==> config.mk <==
export PLATFORM = sky130hd
export DESIGN_NAME = iteration_sequencer_ripple
export DESIGN_NICKNAME = d
export VERILOG_FILES = /design/src/rtl/gc_pkg.sv /design/src/rtl/ripple_bound_encoder.sv /design/src/rtl/iteration_sequencer_ripple.sv
export SDC_FILE = /design/constraint.sdc
export NUM_CORES = 1
export LEC_CHECK = 0
export BUFFER_PORTS_ARGS = -buffer_cell sky130_fd_sc_hd__buf_2
export CAP_MARGIN = 5
export CORE_MARGIN = 2
export CORE_UTILIZATION = 50
export CTS_CLUSTER_SIZE = 24
export DETAILED_ROUTE_END_ITERATION = 10
export MAX_ROUTING_LAYER = met4
export PLACE_DENSITY = 0.76
export SKIP_LAST_GASP = 1
export SLEW_MARGIN = 5
export SYNTH_ARGS = -nofsm -noshare
export SYNTH_HDL_FRONTEND = slang
export SYNTH_SLANG_ARGS = --single-unit
export TNS_END_PERCENT = 100
==> constraint.sdc <==
create_clock -name conf_clk -period 3.8 [get_ports conf_clk]
set_clock_uncertainty 0.1 [all_clocks]
set_input_delay 0.57 -clock conf_clk [delete_from_list [all_inputs] [get_ports conf_clk]]
set_output_delay 0.57 -clock conf_clk [all_outputs]
set_load 0.005 [all_outputs]
==> src/rtl/gc_pkg.sv <==
// Shared definitions for the global controller: configuration select ids,
// sequencer state encoding and the configuration beat arithmetic.
package gc_pkg;

    localparam logic [2:0] SEL_ITER_SEQ = 3'b010;
    localparam logic [2:0] SEL_STRIDE   = 3'b011;

    typedef enum logic [1:0] {
        CONF = 2'd0,
        IDLE = 2'd1,
        RUN  = 2'd2,
        DONE = 2'd3
    } seq_state_t;

    // Number of conf_bus beats needed to load one iteration variable.
    function automatic int beats_per_value(input int var_width, input int bus_width);
        return var_width / bus_width;
    endfunction

endpackage

==> src/rtl/ripple_bound_encoder.sv <==
// Ripple comparison of the iteration vector against the bounds: selects the
// lowest dimension not yet at its bound, or flags the last iteration.
module ripple_bound_encoder #(
    parameter int DIMENSION                = 3,
    parameter int ITERATION_VARIABLE_WIDTH = 16
) (
    input  logic [0:DIMENSION*ITERATION_VARIABLE_WIDTH-1] x_vec,
    input  logic [0:DIMENSION*ITERATION_VARIABLE_WIDTH-1] bound_vec,
    output logic [0:DIMENSION-1]                          stride_select,
    output logic                                          iter_last
);
    localparam int W = ITERATION_VARIABLE_WIDTH;

    logic [DIMENSION-1:0] at_bound;
    // lower_done[d]: every dimension below d sits at its bound
    logic [DIMENSION:0]   lower_done;

    assign lower_done[0] = 1'b1;

    generate
        for (genvar gi = 0; gi < DIMENSION; gi++) begin : g_ripple
            assign at_bound[gi]       = (x_vec[gi*W +: W] == bound_vec[gi*W +: W]);
            assign stride_select[gi]  = lower_done[gi] & ~at_bound[gi];
            assign lower_done[gi+1]   = lower_done[gi] & at_bound[gi];
        end
    endgenerate

    assign iter_last = lower_done[DIMENSION];

endmodule

==> src/rtl/iteration_sequencer_ripple.sv <==
// Iteration sequencer: loads start/bound vectors over conf_bus, then walks the
// rectangular iteration space by latching ivar_next from the stride selector.
module iteration_sequencer_ripple
    import gc_pkg::*;
#(
    parameter int DIMENSION                = 3,
    parameter int ITERATION_VARIABLE_WIDTH = 16,
    parameter int MATRIX_ELEMENT_WIDTH     = 8,
    parameter int SELECT_WIDTH             = 3
) (
    input  logic                                          conf_clk,
    input  logic                                          reset,
    input  logic [MATRIX_ELEMENT_WIDTH-1:0]               conf_bus,
    input  logic [SELECT_WIDTH-1:0]                       sel,
    input  logic                                          start,
    input  logic                                          step_en,
    input  logic [0:DIMENSION*ITERATION_VARIABLE_WIDTH-1] ivar_next,
    output logic [0:DIMENSION*ITERATION_VARIABLE_WIDTH-1] x_bus,
    output logic [0:DIMENSION-1]                          stride_select,
    output logic                                          iter_valid,
    output logic                                          iter_last,
    output logic                                          done,
    output logic                                          conf_ack,
    output logic                                          busy
);
    localparam int W     = ITERATION_VARIABLE_WIDTH;
    localparam int M     = MATRIX_ELEMENT_WIDTH;
    localparam int VW    = DIMENSION * W;
    localparam int BEATS = beats_per_value(W, M);
    localparam int CCW   = $clog2(BEATS + 1);
    localparam int VCW   = $clog2(2 * DIMENSION + 1);

    seq_state_t           state_reg, state_next;
    logic [W-1:0]         start_reg [DIMENSION];
    logic [W-1:0]         bound_reg [DIMENSION];
    logic [0:VW-1]        start_vec, bound_vec;
    logic [0:VW-1]        x_reg, x_next;
    logic [CCW-1:0]       chunk_cnt_reg;
    logic [VCW-1:0]       value_cnt_reg;
    logic                 conf_ack_reg;
    logic                 beat_take, final_beat;
    logic [0:DIMENSION-1] enc_select;
    logic                 enc_last;

    generate
        for (genvar gi = 0; gi < DIMENSION; gi++) begin : g_pack
            assign start_vec[gi*W +: W] = start_reg[gi];
            assign bound_vec[gi*W +: W] = bound_reg[gi];
        end
    endgenerate

    ripple_bound_encoder #(
        .DIMENSION               (DIMENSION),
        .ITERATION_VARIABLE_WIDTH(W)
    ) u_encoder (
        .x_vec        (x_reg),
        .bound_vec    (bound_vec),
        .stride_select(enc_select),
        .iter_last    (enc_last)
    );

    assign beat_take  = (state_reg == CONF) && (sel == SEL_ITER_SEQ) && !conf_ack_reg;
    assign final_beat = beat_take && (value_cnt_reg == VCW'(2*DIMENSION-1))
                        && (chunk_cnt_reg == CCW'(BEATS-1));

    always_comb begin
        state_next = state_reg;
        x_next     = x_reg;
        unique case (state_reg)
            CONF: if (final_beat) begin
                state_next = IDLE;
                x_next     = start_vec;
            end
            IDLE: if (start) state_next = RUN;
            RUN: if (step_en) begin
                if (enc_last) begin
                    state_next = DONE;
                    x_next     = start_vec;
                end else begin
                    x_next     = ivar_next;
                end
            end
            DONE: state_next = IDLE;
            default: state_next = CONF;
        endcase
    end

    always_ff @(posedge conf_clk) begin
        if (reset) begin
            state_reg     <= CONF;
            x_reg         <= '0;
            chunk_cnt_reg <= '0;
            value_cnt_reg <= '0;
            conf_ack_reg  <= 1'b0;
            for (int d = 0; d < DIMENSION; d++) begin
                start_reg[d] <= '0;
                bound_reg[d] <= '0;
            end
        end else begin
            state_reg <= state_next;
            x_reg     <= x_next;
            if (final_beat) conf_ack_reg <= 1'b1;
            if (beat_take) begin
                // Chunks arrive least-significant first; values start[] then bound[]
                for (int d = 0; d < DIMENSION; d++) begin
                    for (int c = 0; c < BEATS; c++) begin
                        if (chunk_cnt_reg == CCW'(c)) begin
                            if (value_cnt_reg == VCW'(d))
                                start_reg[d][c*M +: M] <= conf_bus;
                            if (value_cnt_reg == VCW'(DIMENSION + d))
                                bound_reg[d][c*M +: M] <= conf_bus;
                        end
                    end
                end
                if (chunk_cnt_reg == CCW'(BEATS-1)) begin
                    chunk_cnt_reg <= '0;
                    value_cnt_reg <= value_cnt_reg + VCW'(1);
                end else begin
                    chunk_cnt_reg <= chunk_cnt_reg + CCW'(1);
                end
            end
        end
    end

    assign x_bus         = x_reg;
    assign iter_valid    = (state_reg == RUN);
    assign busy          = (state_reg == RUN);
    assign done          = (state_reg == DONE);
    assign conf_ack      = conf_ack_reg;
    assign stride_select = (state_reg == RUN) ? enc_select : '0;
    assign iter_last     = (state_reg == RUN) && enc_last;

endmodule

Word level (Yosys, flattened, before mapping):

Memory sizes are Yosys's and may differ from the RTL's.
Cells that the tools add are included.

* memory bits (writable): 96
* memories: 2
* register bits after elaboration: 56
* logic and storage cells: 137

Memories
* bound_reg: words 3, width 16, rd ports 3, clocked after memory_dff 0, write ports 3, line iteration_sequencer_ripple.sv:35 `logic [W-1:0] bound_reg [DIMENSION];`
* start_reg: words 3, width 16, rd ports 3, clocked after memory_dff 0, write ports 3, line iteration_sequencer_ripple.sv:34 `logic [W-1:0] start_reg [DIMENSION];`

* reduce and logical (&&, ||, !) cells: 13
* mux-type cells: 79
* eq/ne operators: 17
* add/sub/neg operators: 2
* bitwise gates (word level): 19

Operators with widths (count)
* $mux 48: 3
* $mux 8: 12
* $pmux 48 s2: 1
* $mux 1: 56
* $eq 16x16->1: 3
* $or 1x1->1: 12
* $mux 2: 5
* $eq 3x2->1 const B: 3
* $pmux 2 s4: 1
* $eq 3x3->1 const B: 2
* $ne 2x2->1 const B: 3
* $logic_and 1x1->1: 5
* $and 1x1->1: 4
* $eq 2x1->1 const B: 2
* $eq 2x2->1 const B: 2
* $logic_not 2->1: 2
* $reduce_and 4->1: 1
* $add 3x1->3 const B: 1
* $eq 3x1->1 const B: 1
* $logic_not 3->1: 1
* $mux 3: 1
* $not 1->1: 3
* $reduce_and 3->1: 1
* $add 2x1->2 const B: 1
* 4 further kinds: 4

Longest topological paths before layout:

* depth in word-level cells: 7
* gate-level depth with buffers: 9
* mapped depth without buffers: 8

Hierarchy:

A second synthesis with hierarchy kept.

* cells, all modules: 595
* area total of the unflattened synthesis: 7000.5 um2

By module, submodules not included
* iteration_sequencer_ripple: area an instance 6431.2 um2, times used 1, sequential area each 4003.8 um2, cells an instance 529
* ripple_bound_encoder: area an instance 569.3 um2, times used 1, sequential area each 0.0 um2, cells an instance 66

Least setup slack after synthesis:

OpenSTA, ideal clock, no wires.

* path kind: input to register
* start point: in sel[0]
* end point: mem bound_reg[2][10] in the netlist's numbering (enable)
* data required time: 3.390 ns
* slack: 0.991 ns
* arrival time: 2.399 ns
* path buffers: 1
* stages on the path: 6
* cells stage by stage: or4b_4 or2_2 clkbuf_1 nor3_4 nor3b_2 or2_2

RTL lines
* from (decl): line iteration_sequencer_ripple.sv:14 `input logic [SELECT_WIDTH-1:0] sel,`
* to (decl): line iteration_sequencer_ripple.sv:35

==> out/results.tsv <==
stage	metric	value	unit
die	pin_count	119	
global_routing	use_met1	0.324	
synthesis	netlist_area	7180	µm²
synthesis	synth_seq_cells	152	
global_routing	overflow	0	
global_routing	grt_use_total	0.263	
synthesis	ys_types	42	
pwr	powerDensity	705	nW/µm²
timing	maxSlewViolCount	0	
finish	multiInputGateArea	2920	µm²
clock_network	hold_buffers	0	
global_routing	antenna_found_initial	0	
timing	slew_headroom	0.357	
clock_network	cts_tree	done	
finish	stdcell_area	8440	µm²
setup_path	start_kind	flop	
clock_network	insertion_delay	0.42	ns
place	numPortBuffers	118	
finish	n_fill_cell	1103	
routing	wirelength	18.8	mm
synthesis	synth_fp_nets	692	
setup_path	cp.arrival	2.39	ns
clock_network	h-tree-depth	4	
place	routabilityCongestion	0.828	
run_status	status	finished clean	
timing	finalSetupViolCount	0	
timing	min_period_over_period	0.804	
global_routing	globalRouteMet2Util	0.428	
finish	final_layout_size_suffix_gt1_frac	0.298	
routing	drtPass1Iterations	5	
timing	min_period	3.06	ns
pwr	leakage	3.01	nW
routing	final_antenna_net_count	0	
place	placed_cell_area	7850	µm²
synthesis	yosys_warnings	0	
synthesis	syn_inst	620	
global_routing	grt_pass1_vias	5335	
finish	finalNetCount	791	
routing	avgRoutedWirePerCell	20.6	µm
clock_network	cts.sinks	152	
setup_path	crit_type	flop to primary output	
die	num_rows	43	
global_routing	grt-busiest-layer	met2	
die	core_region_area	13900	µm²
synthesis	synth-edff-count	96	
setup_path	endpoint_kind	primary output	
timing	max_clock_freq	0.327	GHz
die	dieArea	15300	µm²
place	dpl.hpwl	12.9	mm
finish	regArea	4000	µm²
routing	vias_per_cell	6.00	
finish	area_growth	17.6	%
routing	dr_total_vias	5474	
finish	utilization	0.606	
clock_network	cts_root_buf	clkbuf_16	
global_routing	grt_util_met3	0.0559	
clock_network	post_cts_buffers	0	
timing	finalHoldViolations	0	
synthesis	synth_ff_type	edfxtp_1	
global_routing	grt_max_degree	97	
die	die_w	124	µm
setup_path	required	3.13	ns
routing	drc_errors	0	
timing	grt_setup_unrepaired	false	
clock_network	cts_buffer_depth	2	
clock_network	cts_buffers	17	
timing	tightestPinTransition	0.964	ns
synthesis	async_reset_ff_frac	0	
clock_network	clkTransAtPathRegs	0.06	ns
synthesis	ys_seq_area_frac	0.558	
global_routing	grt_pass1_wl	28.8	mm
die	initial_core_util	0.515	
setup_path	crit_fanout	4	
die	die_height	124	µm
synthesis	synth_area_per_cell	11.6	µm²
timing	tns	0	ns
finish	diodes	0	
pwr	vdd_drop_max	500	µV
routing	drt_iter0_drc	405	
job	maxCapViolations	0	
clock_network	post_cts_resized	0	
min_path	hold_path.class	input pin to flop	
==> cells in the mapped netlist (3+ instances only) <==
library cell / instances / area share
a2111oi_0: 20 / 0.024
a2111oi_2: 28 / 0.059
and2_1: 32 / 0.028
buf_12: 3 / 0.0084
buf_2: 4 / 0.0028
clkbuf_1: 36 / 0.019
dfxtp_1: 56 / 0.16
edfxtp_1: 96 / 0.40
ha_1: 9 / 0.016
inv_1: 9 / 0.0047
nand2_1: 21 / 0.011
nand3_1: 7 / 0.0049
nand4_1: 12 / 0.010
nor2_1: 58 / 0.030
nor3_1: 49 / 0.034
nor4_1: 4 / 0.0035
o21ai_0: 29 / 0.020
o21ai_2: 19 / 0.023
or2_2: 3 / 0.0026
or3_1: 49 / 0.043
xnor2_1: 50 / 0.061
==> metrics by stage <==
step / total power (W) / setup slack, ns / hold slack [ns] / cells
CTS: 0.00597 / 0.755 / 0.350 / 912
global placement: 0.00419 / 0.707 / 0.376 / 880
detailed placement: 0.00429 / 0.492 / 0.380 / 880
floorplan: 0.00375 / 0.991 / 0.368 / 620
finish: 0.00595 / 0.744 / 0.359 / 912
global route: 0.00625 / 0.604 / 0.367 / 912
==> path summary, 6_finish.rpt <==
check / from / to / slack, ns / cells past startpoint
hold / removal: ivar_next[31] / x_bus[31] / 0.36 / 3
setup reg to reg: bound_reg[2][8] / x_bus[22] / 0.78 / 6
hold reg to reg: conf_ack / conf_ack / 0.40 / 1
setup / recovery: bound_reg[0][3] / iter_last / 0.74 / 6
==> area by class of cell <==
| cell class | instances | share of cell area |
|---|---|---|
| Sequential cell | 152 | 0.474 |
| Multi-Input combinational cell | 412 | 0.346 |
| Clock buffer | 19 | 0.0513 |
| Timing Repair Buffer | 127 | 0.0795 |
| Inverter | 9 | 0.00400 |
| Tap cell | 180 | 0.0267 |
| Clock inverter | 13 | 0.0182 |
==> layer usage <==
metal / wire (µm) / part of all wire / up-vias
met1: 7210 / 0.38 / 2660
met2: 9500 / 0.51 / 268
met4: 543 / 0.029 / 0
met3: 1520 / 0.081 / 40
li1: - / - / 2506
met5: 0 / 0 / -
==> critical path, stage by stage (launching register included) <==
cell      delay, ns
edfxtp_1       0.38
xnor2_1        0.23
nand4_1        0.19
nor4_2         0.71
nand3_1        0.21
nor2_1         0.13
buf_2          0.12
==> cells by family (layout without fill, tap and decap cells) <==
| logic type | Yosys count | count (layout) | share of synthesized area |
|---|---|---|---|
| buf+inv | 56 | 168 | 0.0394 |
| compound gates | 106 | 106 | 0.142 |
| simple gates | 244 | 244 | 0.180 |
| mux | 3 | 3 | 0.00436 |
| flops | 152 | 152 | 0.558 |
| fa+ha+maj | 9 | 9 | 0.0157 |
| xor+xnor | 50 | 50 | 0.0610 |
==> where the power goes <==
| group | internal, W | leakage (nW) | switching (W) | total, W |
|---|---|---|---|---|
| registers | 0.00208 | 1.45 | 0.000357 | 0.00244 |
| clock network | 0.00103 | 0.282 | 0.000657 | 0.00168 |
| logic | 0.000899 | 1.28 | 0.000931 | 0.00183 |
| total | 0.00401 | 3.01 | 0.00194 | 0.00595 |
==> cell usage in the layout (no fill, tap or decap), drive strengths merged, types with 2 or more instances in the layout <==
cell,count
buf,127
edfxtp,96
nor2,58
dfxtp,56
nor3,51
xnor2,50
or3,49
o21ai,48
a2111oi,48
and2,32
nand2,21
clkbuf,19
nand4,12
inv,10
ha,9
nand3,7
clkinv,7
nor4,5
or2,3
bufinv,3
a21oi,2
a211oi,2
nand2b,2
mux2i,2
clkinvlp,2
a21o,2
Power figures use the tool's default switching activity.
